$ cat config.mk
export PLATFORM = sky130hd
export DESIGN_NAME = prog_fifo
export DESIGN_NICKNAME = d
export VERILOG_FILES = /design/src/rtl/fifo_pkg.sv /design/src/rtl/fifo_mem.sv /design/src/rtl/prog_fifo.sv
export SDC_FILE = /design/constraint.sdc
export NUM_CORES = 1
export LEC_CHECK = 0
export BUFFER_PORTS_ARGS = -buffer_cell sky130_fd_sc_hd__buf_2
export CAP_MARGIN = 5
export CORE_MARGIN = 4
export CORE_UTILIZATION = 69
export CTS_BUF_LIST = sky130_fd_sc_hd__clkbuf_4
export CTS_CLUSTER_SIZE = 14
export DETAILED_ROUTE_END_ITERATION = 12
export GPL_ROUTABILITY_DRIVEN = 0
export GPL_TIMING_DRIVEN = 0
export HOLD_SLACK_MARGIN = 0.1
export MAX_ROUTING_LAYER = met4
export PLACE_DENSITY = 0.88
export SYNTH_ARGS = -nofsm -noshare
export SYNTH_HDL_FRONTEND = slang
export SYNTH_SLANG_ARGS = --single-unit
$ cat constraint.sdc
create_clock -name clk -period 6 [get_ports clk]
set_clock_uncertainty 0.15 [all_clocks]
set_input_delay 0.3 -clock clk [delete_from_list [all_inputs] [get_ports clk]]
set_output_delay 0.3 -clock clk [all_outputs]
set_load 0.03 [all_outputs]
$ cat src/rtl/fifo_pkg.sv
// rtl/fifo_pkg.sv - shared constants, status bundle and address-width helper for prog_fifo
package fifo_pkg;

    localparam int FIFO_DEFAULT_DEPTH = 32;
    localparam int FIFO_DEFAULT_WIDTH = 8;

    typedef struct packed {
        logic full;
        logic empty;
        logic almost_full;
        logic almost_empty;
        logic overflow;
        logic underflow;
    } fifo_status_t;

    // Pointer width for an arbitrary depth; a 1-bit pointer is kept even for tiny memories.
    function automatic int fifo_addr_width(input int depth);
        return (depth > 1) ? $clog2(depth) : 1;
    endfunction

endpackage

$ cat src/rtl/fifo_mem.sv
// rtl/fifo_mem.sv - DEPTH x WIDTH simple dual-port RAM, synchronous write, asynchronous read
module fifo_mem
    import fifo_pkg::*;
#(
    parameter int DEPTH = FIFO_DEFAULT_DEPTH,
    parameter int WIDTH = FIFO_DEFAULT_WIDTH,
    parameter int AW    = fifo_addr_width(FIFO_DEFAULT_DEPTH)
) (
    input  logic             clk,
    input  logic             we,
    input  logic [AW-1:0]    waddr,
    input  logic [WIDTH-1:0] wdata,
    input  logic [AW-1:0]    raddr,
    output logic [WIDTH-1:0] rdata
);

    logic [WIDTH-1:0] mem [DEPTH];

    always_ff @(posedge clk) begin
        if (we) begin
            mem[waddr] <= wdata;
        end
    end

    assign rdata = mem[raddr];

endmodule

$ cat src/rtl/prog_fifo.sv
// rtl/prog_fifo.sv - single-clock FIFO with programmable thresholds, count, sticky errors, flush
// Define FIFO_FWFT_EN for first-word fall-through reads; undefined gives a registered read port.
module prog_fifo
    import fifo_pkg::*;
#(
    parameter  int DEPTH = FIFO_DEFAULT_DEPTH,
    parameter  int WIDTH = FIFO_DEFAULT_WIDTH,
    localparam int CW    = $clog2(DEPTH + 1)
) (
    input  logic             clk,
    input  logic             reset,
    input  logic             flush,
    input  logic             write_en,
    input  logic [WIDTH-1:0] write_data,
    input  logic             read_en,
    output logic [WIDTH-1:0] read_data,
    output logic             read_valid,
    input  logic [CW-1:0]    af_level,
    input  logic [CW-1:0]    ae_level,
    output logic [CW-1:0]    count,
    output logic             full,
    output logic             empty,
    output logic             almost_full,
    output logic             almost_empty,
    output logic             overflow,
    output logic             underflow
);

    localparam int             AW       = fifo_addr_width(DEPTH);
    localparam logic [CW-1:0]  FULL_CNT = CW'(DEPTH);
    localparam logic [AW-1:0]  LAST_PTR = AW'(DEPTH - 1);

    logic [AW-1:0]    wr_ptr;
    logic [AW-1:0]    rd_ptr;
    logic [CW-1:0]    cnt;
    logic             ovf_q;
    logic             udf_q;
    logic             wr_acc;
    logic             rd_acc;
    logic [WIDTH-1:0] head_data;
    fifo_status_t     status;

    // Explicit wrap so any depth works, not just powers of two.
    function automatic logic [AW-1:0] ptr_inc(input logic [AW-1:0] p);
        return (p == LAST_PTR) ? '0 : p + AW'(1);
    endfunction

    always_comb begin
        status              = '0;
        status.full         = (cnt == FULL_CNT);
        status.empty        = (cnt == '0);
        status.almost_full  = (cnt >= af_level);
        status.almost_empty = (cnt <= ae_level);
        status.overflow     = ovf_q;
        status.underflow    = udf_q;
    end

    assign wr_acc = write_en & ~status.full;
    assign rd_acc = read_en & ~status.empty;

    always_ff @(posedge clk or negedge reset) begin
        if (!reset) begin
            wr_ptr <= '0;
            rd_ptr <= '0;
            cnt    <= '0;
            ovf_q  <= 1'b0;
            udf_q  <= 1'b0;
        end else if (flush) begin
            wr_ptr <= '0;
            rd_ptr <= '0;
            cnt    <= '0;
            ovf_q  <= 1'b0;
            udf_q  <= 1'b0;
        end else begin
            if (wr_acc) begin
                wr_ptr <= ptr_inc(wr_ptr);
            end
            if (rd_acc) begin
                rd_ptr <= ptr_inc(rd_ptr);
            end
            case ({wr_acc, rd_acc})
                2'b10:   cnt <= cnt + CW'(1);
                2'b01:   cnt <= cnt - CW'(1);
                default: cnt <= cnt;
            endcase
            if (write_en && status.full) begin
                ovf_q <= 1'b1;
            end
            if (read_en && status.empty) begin
                udf_q <= 1'b1;
            end
        end
    end

    fifo_mem #(
        .DEPTH (DEPTH),
        .WIDTH (WIDTH),
        .AW    (AW)
    ) u_mem (
        .clk   (clk),
        .we    (wr_acc & ~flush),
        .waddr (wr_ptr),
        .wdata (write_data),
        .raddr (rd_ptr),
        .rdata (head_data)
    );

`ifdef FIFO_FWFT_EN
    // Head entry is presented directly; zero is shown while empty so stale RAM never leaks out.
    assign read_data  = status.empty ? '0 : head_data;
    assign read_valid = ~status.empty;
`else
    logic [WIDTH-1:0] rd_data_q;
    logic             rd_valid_q;

    always_ff @(posedge clk or negedge reset) begin
        if (!reset) begin
            rd_data_q  <= '0;
            rd_valid_q <= 1'b0;
        end else if (flush) begin
            rd_valid_q <= 1'b0;
        end else begin
            rd_valid_q <= rd_acc;
            if (rd_acc) begin
                rd_data_q <= head_data;
            end
        end
    end

    assign read_data  = rd_data_q;
    assign read_valid = rd_valid_q;
`endif

    assign count        = cnt;
    assign full         = status.full;
    assign empty        = status.empty;
    assign almost_full  = status.almost_full;
    assign almost_empty = status.almost_empty;
    assign overflow     = status.overflow;
    assign underflow    = status.underflow;

endmodule

==> impl_results.md <==
* Die span in x at 137 µm
* Ports at 46
* Hold_buf cts at 15
* Crit path depth at 13
* Adder-cell area share of the yosys netlist at 2.38%
* Critical path's top delay family: simple AND/OR/NAND/NOR gates
* Post-Synth Simple-Gate Area at 5.46%
* Antenna viol nets, final at 0
* DR DRC count at 0
* Tightest Pin Transition at 932 ps
* CTS tree: built
* I/O Buffers at 44
* RSZ-0062 raised after global routing: no
* Largest net degree at the start of global routing at 33
* Reg2Reg Depth at 13
* Layout cell share with drive strength beyond 1 at 28.1%
* CTS Sinks at 283
* Crit-path slowest cell: a2111oi_0
* Post-Synth XOR/XNOR Area at 0.303%
* HP Class: reg2reg
* CP bufs+invs at 3
* Mapped Area at 11,600 µm²
* Total Routing Usage GR at 30.4%
* Critical Path RT at 6350 ps
* Setup bufs post-CTS at 0
* Max IR drop VDD at 0.328 mV
* WL/cell at 25.2 µm
* Clk_lat worst skew at 650 ps
* Gate Count Post-Synth at 645
* Final period utilization at 61.9%
* First-pass GRT wire length at 40,200 µm
* Max clock buf depth at 3
* CTS H-tree lvls at 3
* Drt total wl at 26,100 µm
* Yosys cell types at 48
* Rel. slew slack at 37.6%
* Max-cap violations at 0
* Area fraction in compound gates after synthesis at 4.60%
* Setup TNS at 0 ps
* Startpoint Class: flop
* Fill cells at 837
* Status: complete, no violations
* Num CTS Buffers at 69
* Power Density at 393 nW/µm²
* Crit path max fanout at 9
* DPL Wire Length at 16,600 µm
* Height of the chip at 137 µm
* Top_reg_cell synth: edfxtp_1
* Reg2reg end: count[5]$_DFFE_PN0P_
* Design area at 13,000 µm²
* Area of the multi-input gates at 2980 µm²
* Crit Path Class: reg2reg
* Max-slew violation count at 0
* Crit Reg-Reg Startpoint: count[1]$_DFFE_PN0P_
* # rows at 47
* Initial antenna violation count at 0
* Syn. warnings at 0
* CP peak stage delay at 600 ps
* Tot Pwr at 0.00511 W
* Worst-path clk slew at 70 ps
* Register area share after synthesis at 72.3%
* Placement Cell Area at 12,100 µm²
* Mux cell area share after synthesis at 13.0%
* Drt first pass iters at 9
* Minimum clock period at 3710 ps
* Fin nets at 822
* End of the critical path: count[5]$_DFFE_PN0P_
* Sequential Area at 8360 µm²
* Area Overhead vs Synth at 12.6%
* CP arrival at 4070 ps
* Vias at 6,900
* Die footprint at 18,900 µm²
* Ys async rst share at 9.54%
* Leakage power at 4.49 nW
* Final setup vio count at 0
* Crit path cell chain: buf_6 -> or4_4 -> or3_1 -> buf_2 -> nand3_4 -> inv_1 -> ha_1 -> o31a_1 -> o21ai_0 -> a2111oi_0 -> a211oi_2 -> xnor2_1 -> nor2_1
* Yosys reg bits at 283
* EDFF count, synth at 256
* R2r setup slk at 2290 ps
* DR vias/cell at 6.65
* Final Hold Viols at 0
* Mapped Nets at 692
* Vias in the first global route at 7,008
* Avg Synthesized Cell Area at 17.9 µm²
* Maximum clock rate at 269 MHz
* Grt total ovfl at 0
* Gates resized, CTS repair at 0
* Placeable core region at 16,500 µm²
* Starting DRT DRC Count at 1,011
* Largest family of logic cells by synthesized area: multiplexers
* Initial Utilization at 70.0%
* Worst Setup SP: count[1]$_DFFE_PN0P_
* Worst setup EP type: flop
* Clock Root Buffer: clkbuf_4
how the worst min path moves through the flow:
stage,startpoint,to,cells after the start
floorplan,reset,count[0]$_DFFE_PN0P_,0
global placement,reset,count[3]$_DFFE_PN0P_,1
detailed placement,reset,count[5]$_DFFE_PN0P_,1
CTS,read_data[0]$_DFFE_PN0P_,read_data[0]$_DFFE_PN0P_,2
global route,read_data[0]$_DFFE_PN0P_,read_data[0]$_DFFE_PN0P_,2
finish,read_data[0]$_DFFE_PN0P_,read_data[0]$_DFFE_PN0P_,2
cell families (layout without fill, tap and decap cells):
kind of cell	Yosys count	after routing
mux	69	69
flops	283	283
simple gates	125	125
fa+ha+maj	22	22
xor+xnor	4	4
compound gates	87	87
buf+inv	55	226
other cells	0	1
per-layer routing:
layer  global-route usage [%]  up-vias  routed length (µm)
li1                         -     2889                   -
met1                     40.1     3399                9440
met2                     46.0      507               12700
met3                     7.30      105                2820
met4                     13.5        0                1120
met5                        -        -                   0
per-stage QoR:
step / hold slack, ps / utilization [%] / setup WS [ps] / instances
2_1_floorplan: -146 / - / 2580 / 645
3_3_place_gp: 172 / 73.0 / 2570 / 909
3_5_place_dp: 188 / 73.0 / 2400 / 909
4_1_cts: 344 / 78.8 / 2360 / 1036
5_1_grt: 399 / 78.8 / 2190 / 1036
6_report: 343 / 78.8 / 2290 / 1037
power by group:
group	internal, W	switching, W	total [W]
clock network	0.000752	0.000712	0.00146
logic	0.000573	0.000799	0.00137
registers	0.00222	0.0000622	0.00228
flip-flops by register name, indices dropped and copies added, names as in the netlist:
register	count
u_mem.mem	256
read_valid	1
overflow	1
wr_ptr	5
count	6
underflow	1
read_data	8
rd_ptr	5
placed cells by master, fill, tap and decap left out, drive strengths merged, types with 2 or more instances in the layout:
master       instances
mux4                65
mux2i                4
clkinv              17
dfrtp               27
clkbuf             113
o22ai               29
nand3b               6
a21oi               19
nor2b                2
ha                  22
nor3                 2
nand2               23
edfxtp             256
buf                 59
nand2b               3
and3                 2
o21ai               20
xnor2                3
nand3                9
inv                 21
nor2                54
a21o                 4
a31oi                3
or3                  5
a211oi               3
dlygate4sd3         14
or4                 10
or4b                 3
or3b                 3
synth_stat cells (all sizes together) (4+ instances only):
master | instances | area share, %
mux2i | 4 | 0.35
edfxtp | 256 | 66
o22ai | 29 | 1.6
a21oi | 19 | 0.82
nand2 | 23 | 0.75
mux4 | 65 | 13
inv | 20 | 0.65
clkbuf | 21 | 0.68
buf | 14 | 0.64
o21ai | 20 | 0.87
nor2 | 54 | 1.8
a21o | 4 | 0.26
nand3 | 9 | 0.50
dfrtp | 27 | 5.8
nand3b | 6 | 0.39
or3 | 5 | 0.27
ha | 22 | 2.4
or4 | 10 | 0.68
tightest hold or removal path, stage by stage, from the launching register on:
cell     delay, ps
dfrtp_1        340
nand2_1         50
o21ai_1         60
cell type report:
cell class | count | area share (%)
flip-flops and latches | 283 | 64.2
multi-input cells | 307 | 22.9
clock buffers | 92 | 5.30
repair buffers | 59 | 2.92
well taps | 220 | 2.11
plain buffers | 35 | 1.17
clock inverters | 20 | 0.826
inverters | 20 | 0.576
diodes | 1 | 0.0192
(Power assumes the default switching activity.)
